## config.mk

```make
export PLATFORM = sky130hd
export DESIGN_NAME = ex_mem_pipe
export DESIGN_NICKNAME = d
export VERILOG_FILES = /design/src/rtl/ex_mem_pipe.sv
export SDC_FILE = /design/constraint.sdc
export NUM_CORES = 1
export LEC_CHECK = 0
export ABC_AREA = 1
export CORE_UTILIZATION = 51
export CTS_CLUSTER_SIZE = 14
export DETAILED_ROUTE_END_ITERATION = 6
export PLACE_DENSITY = 0.76
export SYNTH_ARGS = -nofsm -noshare
export SYNTH_HDL_FRONTEND = slang
export SYNTH_SLANG_ARGS = --single-unit
export TNS_END_PERCENT = 50
```

## constraint.sdc

```tcl
create_clock -name clk -period 3.2 [get_ports clk]
set_input_delay 0.32 -clock clk [delete_from_list [all_inputs] [get_ports clk]]
set_output_delay 0.32 -clock clk [all_outputs]
set_load 0.005 [all_outputs]
```

## src/rtl/ex_mem_pipe.sv

```systemverilog
// ---------------------------------------------------------------------------
// ex_mem_pipe
//
// EX -> MEM pipeline stage register with valid/ready handshaking. Carries
// the GPR write-back bundle (wdata, wd, wreg) and the HI/LO write bundle
// (whilo, hi, lo). Supports stalls, a synchronous flush, an optional
// two-entry skid buffer and a saturating back-pressure counter.
//
// Parameters
//   DATA_W : width of wdata / hi / lo
//   ADDR_W : width of the GPR destination address
//   SKID   : 1 = main + skid entry with registered ex_ready,
//            0 = single entry with combinational ex_ready
//   CNT_W  : width of the stall counter
//
// Ports
//   clk, rst (async, active-low), flush (synchronous)
//   ex_valid / ex_ready + ex_* bundle    : upstream handshake from EX
//   mem_valid / mem_ready + mem_* bundle : downstream handshake to MEM
//   stall_cnt : saturating count of edges with mem_valid & !mem_ready
// ---------------------------------------------------------------------------
module ex_mem_pipe #(
  parameter int DATA_W = 32,
  parameter int ADDR_W = 5,
  parameter int SKID   = 1,
  parameter int CNT_W  = 16
) (
  input  logic              clk,
  input  logic              rst,
  input  logic              flush,

  input  logic              ex_valid,
  output logic              ex_ready,
  input  logic [DATA_W-1:0] ex_wdata,
  input  logic [ADDR_W-1:0] ex_wd,
  input  logic              ex_wreg,
  input  logic              ex_whilo,
  input  logic [DATA_W-1:0] ex_hi,
  input  logic [DATA_W-1:0] ex_lo,

  output logic              mem_valid,
  input  logic              mem_ready,
  output logic [DATA_W-1:0] mem_wdata,
  output logic [ADDR_W-1:0] mem_wd,
  output logic              mem_wreg,
  output logic              mem_whilo,
  output logic [DATA_W-1:0] mem_hi,
  output logic [DATA_W-1:0] mem_lo,

  output logic [CNT_W-1:0]  stall_cnt
);

  typedef struct packed {
    logic [DATA_W-1:0] wdata;
    logic [ADDR_W-1:0] wd;
    logic              wreg;
    logic              whilo;
    logic [DATA_W-1:0] hi;
    logic [DATA_W-1:0] lo;
  } beat_t;

  typedef enum logic [1:0] {
    ST_EMPTY = 2'd0,
    ST_FULL  = 2'd1,
    ST_SKID  = 2'd2
  } state_t;

  state_t state;
  beat_t  in_beat;
  beat_t  main_q;
  beat_t  skid_q;
  logic   valid_q;
  logic   ready_q;
  logic   accept;
  logic   pop;

  assign in_beat = '{wdata: ex_wdata, wd: ex_wd, wreg: ex_wreg,
                     whilo: ex_whilo, hi: ex_hi, lo: ex_lo};

  assign accept = ex_valid & ex_ready;
  assign pop    = valid_q & mem_ready;

  // In skid mode ex_ready comes from a flop so the upstream timing path is
  // cut; flush is ORed in so a beat offered during a flush is swallowed.
  // In single-entry mode the stage can refill in the same cycle it drains.
  generate
    if (SKID != 0) begin : g_ready_skid
      assign ex_ready = ready_q | flush;
    end else begin : g_ready_single
      assign ex_ready = ~valid_q | mem_ready | flush;
    end
  endgenerate

  // Occupancy FSM. Entries are zeroed whenever they empty so an idle stage
  // presents a NOP bundle to MEM. The skid entry only ever holds a beat
  // younger than main, so draining skid into main preserves FIFO order.
  // With SKID=0 the FULL+accept-without-pop case cannot arise because
  // ex_ready already requires mem_ready when main is occupied.
  always_ff @(posedge clk or negedge rst) begin
    if (!rst) begin
      state   <= ST_EMPTY;
      main_q  <= '0;
      skid_q  <= '0;
      valid_q <= 1'b0;
      ready_q <= 1'b1;
    end else if (flush) begin
      state   <= ST_EMPTY;
      main_q  <= '0;
      skid_q  <= '0;
      valid_q <= 1'b0;
      ready_q <= 1'b1;
    end else begin
      case (state)
        ST_EMPTY: begin
          if (accept) begin
            main_q  <= in_beat;
            valid_q <= 1'b1;
            state   <= ST_FULL;
          end
        end
        ST_FULL: begin
          if (accept && pop) begin
            main_q <= in_beat;
          end else if (accept && (SKID != 0)) begin
            skid_q  <= in_beat;
            ready_q <= 1'b0;
            state   <= ST_SKID;
          end else if (pop) begin
            main_q  <= '0;
            valid_q <= 1'b0;
            state   <= ST_EMPTY;
          end
        end
        ST_SKID: begin
          if (pop) begin
            main_q  <= skid_q;
            skid_q  <= '0;
            ready_q <= 1'b1;
            state   <= ST_FULL;
          end
        end
        default: begin
          state   <= ST_EMPTY;
          main_q  <= '0;
          skid_q  <= '0;
          valid_q <= 1'b0;
          ready_q <= 1'b1;
        end
      endcase
    end
  end

  // Back-pressure counter: counts every edge where MEM refuses a presented
  // beat, sticks at all-ones and is only cleared by reset (flush keeps it).
  always_ff @(posedge clk or negedge rst) begin
    if (!rst) begin
      stall_cnt <= '0;
    end else if (valid_q && !mem_ready && (stall_cnt != {CNT_W{1'b1}})) begin
      stall_cnt <= stall_cnt + {{(CNT_W-1){1'b0}}, 1'b1};
    end
  end

  assign mem_valid = valid_q;
  assign mem_wdata = main_q.wdata;
  assign mem_wd    = main_q.wd;
  assign mem_wreg  = main_q.wreg;
  assign mem_whilo = main_q.whilo;
  assign mem_hi    = main_q.hi;
  assign mem_lo    = main_q.lo;

endmodule
```

; ---- Word level (Yosys, flattened, before mapping)
; Cells that the tools add are included.
[op_classes]
n_reduce_logical = 9
eq_ne = 14
add_sub_neg = 1
bitwise_logic = 3
n_mux = 28
[op_table]
columns = op, n
row1 = 103-bit two-way mux, 8
row2 = 103-bit case mux with 3 select lines, 2
row3 = "3-bit inequality test, second input constant", 6
row4 = "16-bit by 1-bit adder with 16-bit output, second input constant", 1
row5 = "16-bit inequality test, second input constant", 1
row6 = 2-bit two-way mux, 6
row7 = "4-bit inequality test, second input constant", 3
row8 = 4-bit AND reduction, 3
row9 = 1-bit two-way mux, 9
row10 = 1-bit case mux with 3 select lines, 2
row11 = 2-bit case mux with 3 select lines, 1
row12 = 5-bit AND reduction, 1
row13 = "2-bit inequality test, second input constant", 2
row14 = 1-bit logical AND, 3
row15 = 1-bit bitwise AND, 2
row16 = "2-bit by 1-bit equality test with 1-bit output, second input constant", 1
row17 = "2-bit equality test, second input constant", 1
row18 = 2-bit zero test, 1
row19 = 1-bit zero test, 1
row20 = 1-bit bitwise OR, 1
[totals]
reg_bits = 226
wordCells = 71

; ---- Logic depth before layout (Yosys ltp)
[depth]
depth_word = 6
ltp_mapped = 10

; ---- Least setup slack after synthesis
; Ideal clock, no wire load.
[synth_timing]
path_kind = reg2reg
from = register stall_cnt[0]
to = register stall_cnt[4]
arrival_time_ns = 1.534
path_buffers = 1
stages_incl_launch_ff = 9
setup_ns = 0.132
setup_slack_ns = 1.534
cell_sequence = dfrtp_1 -> ha_1 -> nand3_1 -> inv_1 -> nand3_1 -> nand2_1 -> nand2_1 -> clkbuf_1 -> o21ai_0
[synth_via]
elab_chain_cells = 2
elab_cells_between_ends = 3
cone_classes = add/sub (1) / eq/ne (1) / reduce/logical (1)
[synth_rtl]
columns = element, line
row1 = "start, declared", 50  ; output logic [CNT_W-1:0] stall_cnt
row2 = "start signal, assigned", 159  ; stall_cnt <= stall_cnt + {{(CNT_W-1){1'b0}}, 1'b1};
row3 = "parallel branches: the longest is 2 deep, another holds 16-bit by 1-bit adder with 16-bit output", n/a
; Several ways; the timed one is not identified.
; A chain may end at the register's enable or synchronous reset.

; ---- Final worst setup path
[layout_timing]
from = register state[1]
to = register main_q (netlist bit mem_wdata[1])
[layout_via]
elab_chain_cells = 3
elab_cells_between_ends = 10
cone_classes = eq/ne (6) / mux (2) / reduce/logical (2)
[layout_rtl]
columns = element, line
row1 = "start, declared", 68  ; state_t state;
row2 = "start signal, assigned", 101  ; state <= ST_EMPTY;
row3 = "start signal, assigned", 107  ; state <= ST_EMPTY;
row4 = "start signal, assigned", 118  ; state <= ST_FULL;
row5 = "2-bit by 1-bit equality test with 1-bit output, or another cell as far along", 113  ; case (state)
row6 = "4-bit inequality test (no line), or another cell as far along", n/a
row7 = 4-bit AND reduction (no line) / 103-bit two-way mux (equally long branches), n/a
row8 = "end signal, assigned", 116  ; main_q <= in_beat;
row9 = "end signal, assigned", 123  ; main_q <= in_beat;
row10 = "end signal, assigned", 136  ; main_q <= skid_q;
row11 = "end, declared", 70  ; beat_t main_q;
; Several ways; a longest one is shown, not always the timed one.

==> impl_metrics.yaml <==
timing:
  setup_slack_ps: 734
  tightest_slew_ps: 1240
  post-route-period-util: 0.770
  finalCriticalPeriod_ps: 2470
  grt_setup_unrepaired: "false"
  hold_violations: 0
  max_slew_margin: 0.176
  setup_viol: 0
  fin_skew_ps: 10.5
  fmax_mhz: 406
  setup_tns_ps: 0
  slew_violations: 0
layout:
  stdcell_count: 1999
  multi_input_area_mm2: 0.00500
  fin_nets: 1815
  drive_gt1_frac: 0.0459
  seq_area_mm2: 0.00566
  design_area_mm2: 0.0145
  area_growth_pct: 29.1
  fillCellCount: 1771
  post-route-util: 0.680
synthesis:
  synth_fa_ha_area_frac: 0.00112
  synth_mux_area_frac: 0
  synth_top_family_by_area: "simple AND/OR/NAND/NOR gates"
  synth.top_cells.by_area: "dfrtp_1, nand2_1, nand4_1, nand3_1, buf_2"
  ys_ff_latch: 226
  syn_inst: 1532
  ys_seq_area_frac: 0.504
  synth-simple-area-share: 0.426
  synth_nets: 1641
  synth_top_cell_area_share: 0.502
  avgSynthCellArea_um2: 7.32
  synth_top_area_cell: "dfrtp_1"
  ys_warn_count: 0
  syn-cell-area_mm2: 0.0112
  synth_cell_types: 26
  synth_compound_area_frac: 0.00859
  synthXorXnorAreaFrac: 0.00625
route:
  dr.max_layer_used: "met5"
  route.detailed.drc: 0
  wl_met1_um: 13800
  vias_per_cell: 5.40
  drtPass1Iterations: 6
  avgRoutedWirePerCell_um: 15.9
  dr_wl_met2_um: 14700
  routed_wirelength_um: 31700
  wl_met3_um: 2740
  drt_iter0_drc: 866
  ant_nets: 0
  num_vias: 10800
placement:
  preCtsSetupSlack_ps: 561
  placed_cell_area_mm2: 0.0136
  io_buffers: 228
  place_congestion: 0.921
  numPlacedInstances: 1954
  dp_hpwl_um: 18900
global_routing:
  grt-ovfl-total: 0
  grt_pass1_wl_um: 51700
  grt_usage: 0.284
  grt_pass1_vias: 10200
  grt_max_degree: 104
  grt_antenna_before_repair: 1
power:
  clkPwrFrac: 0.263
  p_leak_uw: 0.00735
  p_seq_frac: 0.364
  irDropWorstVdd_uv: 539
  power.switching_uw: 4000
  p_int_uw: 7020
  combPwrFrac: 0.373
  powerDensity_mw_per_mm2: 761
  p_sw_frac: 0.363
setup_path:
  crit_required_ps: 3650
  cp-start-kind: "flop"
  crit_fanout: 103
  cp-end-kind: "flop"
  crit_type: "flop to flop"
  arrival_ps: 2910
cts:
  cts_max_level: 1
  cts_resized: 0
  cts_buffer_depth: 3
  post_cts_buffers: 0
  cts_sinks: 226
  numCtsBuffers: 24
  clk_pin_slew_ps: 60
  root_buffer: "clkbuf_16"
  hold_buffers: 1
  clk_latency_ps: 520
  cts_tree: "built"
floorplanning:
  rows: 53
  ioPinCount: 229
  die_h_um: 150
  start_util: 0.527
  die_x_um: 150
  dieArea_mm2: 0.0226
  coreArea_mm2: 0.0213
hold_path:
  min_path_type: "input port to async pin"
run_status:
  outcome: "finished clean"
flow_run:
  maxCapViolations: 0
-- stage by stage --
step / total power [uW] / hold slack (ps)
after global routing: 11700 / 406
after CTS: 11100 / 382
after global placement: 8110 / 371
after floorplan: 6170 / 24.4
after detailed placement: 8160 / 373
final: 11000 / 385
-- placed cells by master, fill, tap and decap left out, types with 4 or more instances in the layout --
master / Yosys / final
nor2_4: 0 / 4
nor2_1: 23 / 21
o21ai_0: 12 / 12
clkdlybuf4s50_1: 0 / 227
dfrtp_1: 225 / 225
buf_12: 0 / 8
nand4_1: 107 / 107
xor2_1: 7 / 7
nand3_1: 119 / 119
clkbuf_8: 0 / 7
clkinv_2: 0 / 9
buf_4: 5 / 12
inv_1: 22 / 21
clkbuf_16: 0 / 25
nand2_1: 896 / 896
-- final timing paths --
path	start	end	slack (ps)	depth (start not counted)
min in group clk	ex_lo[26]	skid_q[26]	400	3
max reg2reg	state[1]	mem_wdata[1]	730	8
max	state[1]	mem_wdata[1]	730	8
max in group asynchronous	rst	ready_q	1980	3
min	rst	mem_hi[16]	380	2
min reg2reg	skid_q[56]	skid_q[56]	470	2
-- critical path, cell delays in order, from the launching register on --
cell and delay, ps:
dfrtp_1 450, inv_2 150, nand2_1 130, nor2_2 160, nand2_1 130, nand3_4 100
buf_4 790, nand2_1 190, nand2_1 140
-- cells in the mapped netlist, drive strengths merged --
| cell | n |
|---|---|
| xnor2 | 1 |
| nand4 | 107 |
| xor2 | 7 |
| dfstp | 1 |
| o21ai | 13 |
| dfrtp | 225 |
| ha | 1 |
| nand2 | 896 |
| nor3 | 2 |
| inv | 26 |
| o22ai | 1 |
| nor2 | 26 |
| buf | 67 |
| nand3 | 122 |
| clkbuf | 34 |
| a21oi | 2 |
| o211ai | 1 |
-- kinds of logic after synthesis --
group,after synthesis
DFF,226
and+or+nand+nor,1153
AOI/OAI and AO/OA,17
xor gates and xnor gates,8
buffers and inverters,127
adders and majority gates,1
-- layout make-up --
class                   instances  area share
diodes                          1    0.000173
clock buffers                  34      0.0504
clock inverters                 9     0.00674
inverters                      26     0.00700
multi-input cells            1179       0.345
flip-flops and latches        226       0.391
well taps                     275      0.0238
repair buffers                249       0.176
-- registers in the layout, summed over array words and instances, names as in the netlist --
name / cells
mem_wdata: 32
ready_q: 1
state: 2
skid_q: 103
mem_lo: 32
mem_whilo: 1
mem_hi: 32
mem_valid: 1
stall_cnt: 16
mem_wreg: 1
mem_wd: 5
-- power groups by stage --
stage	registers (uW)	logic, uW	clock network [uW]
floorplan	4010	2160	0
finish	4010	4110	2900
CTS	4010	4140	2940
global placement	4040	4070	0
global route	4090	4540	3070
detailed placement	4040	4120	0
-- metal layers --
layer  vias up  GRT usage
li1       5236          -
met1      5130      0.390
met2       395      0.463
met3        36     0.0533
met4         2     0.0753
met5         -          0
No activity file was read; power rests on OpenSTA's default activity.
